## config.mk

```make
export PLATFORM = sky130hd
export DESIGN_NAME = clint_mh
export DESIGN_NICKNAME = d
export VERILOG_FILES = /design/src/rtl/clint_pkg.sv /design/src/rtl/clint_cmp.sv /design/src/rtl/clint_mh.sv
export SDC_FILE = /design/constraint.sdc
export NUM_CORES = 1
export LEC_CHECK = 0
export CORE_ASPECT_RATIO = 1.1
export CORE_UTILIZATION = 35
export CTS_CLUSTER_SIZE = 20
export DETAILED_ROUTE_END_ITERATION = 10
export GPL_TIMING_DRIVEN = 1
export SYNTH_ARGS = -nofsm -noshare
export SYNTH_HDL_FRONTEND = slang
export SYNTH_SLANG_ARGS = --single-unit
export TNS_END_PERCENT = 5
```

## constraint.sdc

```tcl
create_clock -name clk -period 2.9 [get_ports clk]
set_input_delay 0.435 -clock clk [delete_from_list [all_inputs] [get_ports clk]]
set_output_delay 0.435 -clock clk [all_outputs]
set_load 0.005 [all_outputs]
```

## src/rtl/clint_pkg.sv

```systemverilog
// Shared register-map offsets, time type and byte-strobe merge helper for the
// multi-hart core-local interruptor.
package clint_pkg;

    localparam logic [31:0] MSIP_OFF     = 32'h0000_0000;
    localparam logic [31:0] MTIMECMP_OFF = 32'h0000_4000;
    localparam logic [31:0] PRESCALE_OFF = 32'h0000_BFF0;
    localparam logic [31:0] MTIME_OFF    = 32'h0000_BFF8;

    typedef logic [63:0] mtime_t;

    function automatic logic [31:0] strb_merge(
        input logic [31:0] old_v,
        input logic [31:0] new_v,
        input logic [3:0]  strb
    );
        logic [31:0] r;
        r = old_v;
        for (int unsigned b = 0; b < 4; b++) begin
            if (strb[b]) r[8*b +: 8] = new_v[8*b +: 8];
        end
        return r;
    endfunction

endpackage

```

## src/rtl/clint_cmp.sv

```systemverilog
// One hart's MTIMECMP register with byte-strobed lo/hi writes and a
// registered unsigned MTIME >= MTIMECMP comparator.
module clint_cmp
    import clint_pkg::*;
(
    input  logic        clk,
    input  logic        resetb,
    input  mtime_t      mtime,
    input  logic        wr_lo,
    input  logic        wr_hi,
    input  logic [31:0] wdata,
    input  logic [3:0]  wstrb,
    output mtime_t      mtimecmp,
    output logic        timer_irq
);

    always_ff @(posedge clk or negedge resetb) begin
        if (!resetb) begin
            mtimecmp  <= '1;
            timer_irq <= 1'b0;
        end else begin
            if (wr_lo) mtimecmp[31:0]  <= strb_merge(mtimecmp[31:0], wdata, wstrb);
            if (wr_hi) mtimecmp[63:32] <= strb_merge(mtimecmp[63:32], wdata, wstrb);
            timer_irq <= (mtime >= mtimecmp);
        end
    end

endmodule

```

## src/rtl/clint_mh.sv

```systemverilog
// Multi-hart CLINT: prescaled 64-bit MTIME, per-hart MTIMECMP/MSIP, single-cycle
// write port and one-cycle-latency read port with a tear-free MTIME hi shadow.
module clint_mh
    import clint_pkg::*;
#(
    parameter int unsigned NHART = 2,
    parameter logic [31:0] BASE  = 32'h0200_0000,
    parameter int unsigned PSC_W = 16
) (
    input  logic             clk,
    input  logic             resetb,
    input  logic             timer_en,
    input  logic             wready,
    output logic             wvalid,
    input  logic [31:0]      waddr,
    input  logic [31:0]      wdata,
    input  logic [3:0]       wstrb,
    input  logic             rready,
    output logic             rvalid,
    input  logic [31:0]      raddr,
    output logic             rresp,
    output logic [31:0]      rdata,
    output logic [NHART-1:0] timer_irq,
    output logic [NHART-1:0] sw_irq,
    output logic [NHART-1:0] ex_irq
);

    localparam logic [31:0] A_PSC   = BASE + PRESCALE_OFF;
    localparam logic [31:0] A_MT_LO = BASE + MTIME_OFF;
    localparam logic [31:0] A_MT_HI = BASE + MTIME_OFF + 32'd4;

    function automatic logic [31:0] msip_addr(input int unsigned h);
        return BASE + MSIP_OFF + 32'(4 * h);
    endfunction

    function automatic logic [31:0] cmp_addr(input int unsigned h, input logic hi);
        return BASE + MTIMECMP_OFF + 32'(8 * h) + (hi ? 32'd4 : 32'd0);
    endfunction

    logic [NHART-1:0] wr_msip, wr_cmp_lo, wr_cmp_hi;
    logic             wr_psc, wr_mt_lo, wr_mt_hi;
    logic [PSC_W-1:0] prescale, psc_cnt;
    logic             tick;
    mtime_t           mtime, mtime_nxt;
    logic [31:0]      shadow, rd_val;
    mtime_t           cmp_val [NHART];

    assign wvalid = 1'b1;
    assign rvalid = 1'b1;

    always_comb begin
        wr_msip   = '0;
        wr_cmp_lo = '0;
        wr_cmp_hi = '0;
        for (int unsigned h = 0; h < NHART; h++) begin
            wr_msip[h]   = wready && (waddr == msip_addr(h));
            wr_cmp_lo[h] = wready && (waddr == cmp_addr(h, 1'b0));
            wr_cmp_hi[h] = wready && (waddr == cmp_addr(h, 1'b1));
        end
        wr_psc   = wready && (waddr == A_PSC);
        wr_mt_lo = wready && (waddr == A_MT_LO);
        wr_mt_hi = wready && (waddr == A_MT_HI);
    end

    always_ff @(posedge clk or negedge resetb) begin
        if (!resetb) begin
            sw_irq <= '0;
            ex_irq <= '0;
        end else begin
            for (int unsigned h = 0; h < NHART; h++) begin
                if (wr_msip[h]) begin
                    if (wstrb[0]) sw_irq[h] <= wdata[0];
                    if (wstrb[2]) ex_irq[h] <= wdata[16];
                end
            end
        end
    end

    // Tick is judged on the current count even in a PRESCALE-write cycle;
    // the write only forces the counter back to zero.
    assign tick = timer_en && (psc_cnt == prescale);

    always_ff @(posedge clk or negedge resetb) begin
        if (!resetb) begin
            prescale <= '0;
            psc_cnt  <= '0;
        end else if (wr_psc) begin
            prescale <= PSC_W'(strb_merge(32'(prescale), wdata, wstrb));
            psc_cnt  <= '0;
        end else if (timer_en) begin
            psc_cnt  <= tick ? '0 : psc_cnt + PSC_W'(1);
        end
    end

    // A software write to either half wins over the tick increment.
    always_comb begin
        mtime_nxt = mtime;
        if (wr_mt_lo) begin
            mtime_nxt[31:0] = strb_merge(mtime[31:0], wdata, wstrb);
        end else if (wr_mt_hi) begin
            mtime_nxt[63:32] = strb_merge(mtime[63:32], wdata, wstrb);
        end else if (tick) begin
            mtime_nxt = mtime + 64'd1;
        end
    end

    always_ff @(posedge clk or negedge resetb) begin
        if (!resetb) begin
            mtime <= '0;
        end else begin
            mtime <= mtime_nxt;
        end
    end

    for (genvar h = 0; h < NHART; h++) begin : g_cmp
        clint_cmp u_cmp (
            .clk       (clk),
            .resetb    (resetb),
            .mtime     (mtime),
            .wr_lo     (wr_cmp_lo[h]),
            .wr_hi     (wr_cmp_hi[h]),
            .wdata     (wdata),
            .wstrb     (wstrb),
            .mtimecmp  (cmp_val[h]),
            .timer_irq (timer_irq[h])
        );
    end

    always_comb begin
        rd_val = '0;
        for (int unsigned h = 0; h < NHART; h++) begin
            if (raddr == msip_addr(h))       rd_val = {15'h0, ex_irq[h], 15'h0, sw_irq[h]};
            if (raddr == cmp_addr(h, 1'b0))  rd_val = cmp_val[h][31:0];
            if (raddr == cmp_addr(h, 1'b1))  rd_val = cmp_val[h][63:32];
        end
        if (raddr == A_PSC)   rd_val = 32'(prescale);
        if (raddr == A_MT_LO) rd_val = mtime[31:0];
        if (raddr == A_MT_HI) rd_val = shadow;
    end

    // Read data is sampled from pre-edge state, so a same-cycle write is not seen.
    always_ff @(posedge clk or negedge resetb) begin
        if (!resetb) begin
            rresp  <= 1'b0;
            rdata  <= '0;
            shadow <= '0;
        end else begin
            rresp <= rready;
            rdata <= rready ? rd_val : '0;
            if (rready && (raddr == A_MT_LO)) shadow <= mtime[63:32];
        end
    end

endmodule

```

==> impl_results.md <==
- Vias per cell: about 5.8
- Outcome: finished, violations left
- Filler instances: roughly 4.8k
- Register area: approximately 0.0075 mm2
- Port Buffers: 143
- EDFF count, synth: 0
- Largest net degree at the start of global routing: 70
- Final setup margin: -0.00862 ns
- Static leakage: between 10 and 15 nW
- Critical path arrival: 3.37 ns
- CP bufs+invs: 2
- DIE AREA: 0.0514 mm2
- Worst r2r path cells: 9
- Cell-internal power: 7.56 mW
- Post-layout util: 46.4%
- Sequential power share: 42.2%
- CP max stage cell: or4b_4
- Drt pass-1 iters: 9
- CP startpoint: prescale[2]$_DFFE_PN0P_
- CP Max Fanout: 13
- Met3 WL post-DR: 4.37 mm
- Ys flop type: dfrtp_1
- TritonCTS clock tree: done
- Pwr/cell area: 454 mW/mm2
- Total GRT Usage: 25.5%
- Top cell by count, worst path: or3_1
- CP peak stage delay: ~0.56 ns
- Clock Root Buffer: clkbuf_16
- Max VDD drop: 0.000336 V
- Ratio of cells with drive above 1 in the final layout: a little under 30%
- CP Launch Type: flop
- Final GP Congestion: between 0.9 and 1
- R2r startpoint: prescale[2]$_DFFE_PN0P_
- Die H: 238 um
- Max_cap viols: 0
- Family with the most delay on the worst path: simple AND/OR/NAND/NOR gates
- Final-report hold violation count: 0
- Cts bufs inserted: 36
- Top-level port count: roughly 150
- Setup violators final: 2
- Row cnt: 85
- Distinct cell type count of the synthesized netlist: 76
- Setup Skew: 0.0210 ns
- DP Cell Count: between 2k and 3k
- Highest metal used: met5
- Leading cell types in the layout, fill and taps excluded: 215 x buf_4, 164 x dfrtp_1, 160 x inv_1, 160 x mux2_2, 142 x clkdlybuf4s50_1
- Reg2reg setup slack: -0.009 ns
- Deepest clock path buffer count: 3
- Largest cells by area after synthesis: dfrtp_1 24%, dfstp_2 19%, mux2_2 10%
- Clock latency on the worst-skew pair: ~0.56 ns
- HPWL Detailed: ~50 mm
- Sw Share: a little over a quarter
- DRC viols: 0
- Least-Margin Pin Slew: between 0.7 and 0.8 ns
- Clk sinks: approximately 300
- Clock-pin slew on the worst setup and hold paths: roughly 0.060 ns
- Worst r2r dst: mtime[38]$_DFFE_PN0P_
- Final Slew Violations: 0
- Proportion of power drawn by combinational gates: between 10 and 15%
- Ant diodes: 0
- NetSw: between 2 and 3 mW
- Core box area: 0.0493 mm2
- Unrepaired setup endpoints after global routing: true
- Crit path cell chain: xor2_1, nor4_2, nand2_1, or4b_4, buf_12, or3_1, buf_4, or3_1, o211ai_1
- Area leader, netlist: dfrtp_1
- First-pass GRT wire length: about 100 mm
- WL/cell: approximately 24 um
- H-tree depth: 2
- Post-DRT Antenna Nets: 0
- Clock Power Share: 44.3%
- Aggregate routed wire length: ~65 mm
- Die Wd: about 220 um
- Initial antenna violation count: 2
- Met2 WL: between 30 and 40 mm
- Cells after Synth: ~1.7k
- Mean Syn Cell Area: between 10 and 15 um2
- Worst relative slew slack: around 53%
- Vias in the first global route: approximately 17k
- Setup CP Type: flop to flop
- Final period utilization: 100%
- Footprint of the multi-input gates: roughly 0.0094 mm2
- Crit. End Element: flop
- Wire length on met1: 27.3 mm
- Achievable frequency: 0.344 GHz
- Most common cell after layout, fill and taps aside: buf_4
- Share of flip-flops with an asynchronous set or reset: 100%
- Failing checks: negative setup slack
- YS warnings: 0
- Overflow after GRT: 0
- Initial Utilization: 35.8%
- Vias: around 16k
- Register bit total from synthesis: slightly below 300
- Final nets: between 2k and 2.5k
- Synth Cell Area: between 0.015 and 0.02 mm2
- Worst Path Required: about 3.4 ns
- DR iter-0 viols: 1,481
- Hold Crit Class: primary input to async pin
- Layout area overhead: 29.5%
- Post-route insts no fill: about 2.8k
- Sequential fraction of the synthesis area: a little over two fifths
- Synth top area share: roughly a quarter
- Min Tclk post-route: approximately 2.9 ns
==> power by group through the flow <==
stage / Combinational (mW) / Sequential [mW] / Clock, mW
floorplan: 0.626 / 4.37 / 0
global placement: 1.32 / 4.44 / 0
detailed placement: 1.35 / 4.44 / 0
CTS: 1.39 / 4.37 / 4.69
global route: 1.56 / 4.39 / 4.85
finish: 1.40 / 4.38 / 4.60
==> through the flow <==
stage	setup TNS, ns	power, mW	instance area [um2]	setup slack, ns	hold slack (ns)
detailed placement	-14.72	5.79	21500	-0.342	0.453
floorplan	0	5.00	17700	0.206	0.139
global placement	-9.79	5.76	21500	-0.258	0.450
finish	-0.00940	10.4	22900	-0.00862	0.445
global route	-0.240	10.8	22900	-0.0597	0.475
CTS	0	10.4	22800	0.0171	0.445
==> repair_timing <==
action | 4_1_cts | 5_1_grt
hold buffers | 1 | 0
hold endpoints to repair | 53 | 0
pin swaps | 3 | 7
setup buffers | 1 | 4
setup endpoints to repair | 19 | 23
resized for setup | 6 | 18
==> worst max path at each step <==
| stage | end | slack, ns | depth (start not counted) |
|---|---|---|---|
| finish | mtime[38]$_DFFE_PN0P_ | -0.009 | 9 |
| global route | mtime[38]$_DFFE_PN0P_ | -0.06 | 9 |
| CTS | mtime[50]$_DFFE_PN0P_ | 0.02 | 8 |
| detailed placement | mtime[32]$_DFFE_PN0P_ | -0.34 | 10 |
| global placement | mtime[32]$_DFFE_PN0P_ | -0.26 | 10 |
| floorplan | mtime[50]$_DFFE_PN0P_ | 0.21 | 10 |
==> Yosys cell counts (all sizes together) (5+ instances only) <==
library cell  instances
a211oi               37
a21boi               17
a21o                 24
a21oi                95
a222oi               45
a31oi                 8
and2                  9
and3                  9
and4                 15
buf                  20
clkbuf               46
dfrtp               167
dfstp               128
ha                  130
inv                 160
mux2                160
mux2i                17
nand2               119
nand3                58
nand3b                8
nand4                60
nor2                 97
nor2b                 8
nor3                 37
nor4                 37
o211ai               16
o21a                  6
o21ai                64
o221a                13
o221ai                6
o22a                  9
o22ai                13
o41ai                 9
or2                   5
or3                  12
or4                   6
xnor2                 8
xor2                 18
==> cell type report <==
| class | count | share of cell area, % |
|---|---|---|
| multi-input combinational | 1227 | 40.9 |
| sequential | 295 | 33.0 |
| timing repair buffer | 374 | 14.7 |
| clock buffer | 53 | 4.66 |
| tap | 652 | 3.57 |
| inverter | 160 | 2.63 |
| clock inverter | 13 | 0.563 |
==> per-layer routing <==
metal,up-vias,track usage [%]
li1,7249,-
met1,8014,32.8
met2,666,41.1
met3,168,4.08
met4,4,13.0
met5,-,0
==> logic make-up after synthesis <==
family,after synthesis,share of synthesized area (%)
AO/OA/AOI/OAI,393,15.7
XOR/XNOR,26,1.29
adder cells (fa/ha/maj),130,9.21
buffers and inverters,226,5.00
flip-flops,295,42.7
multiplexers,178,11.3
other,1,0.0212
AND/OR/NAND/NOR,498,14.8
==> state kept, by name (all words and copies together), names as in the netlist <==
signal	flops
ex_irq	2
sw_irq	2
rdata	32
g_cmp.u_cmp.timer_irq	2
mtime	64
shadow	32
g_cmp.u_cmp.mtimecmp	128
prescale	16
rresp	1
psc_cnt	16
Power figures use the tool's default switching activity.
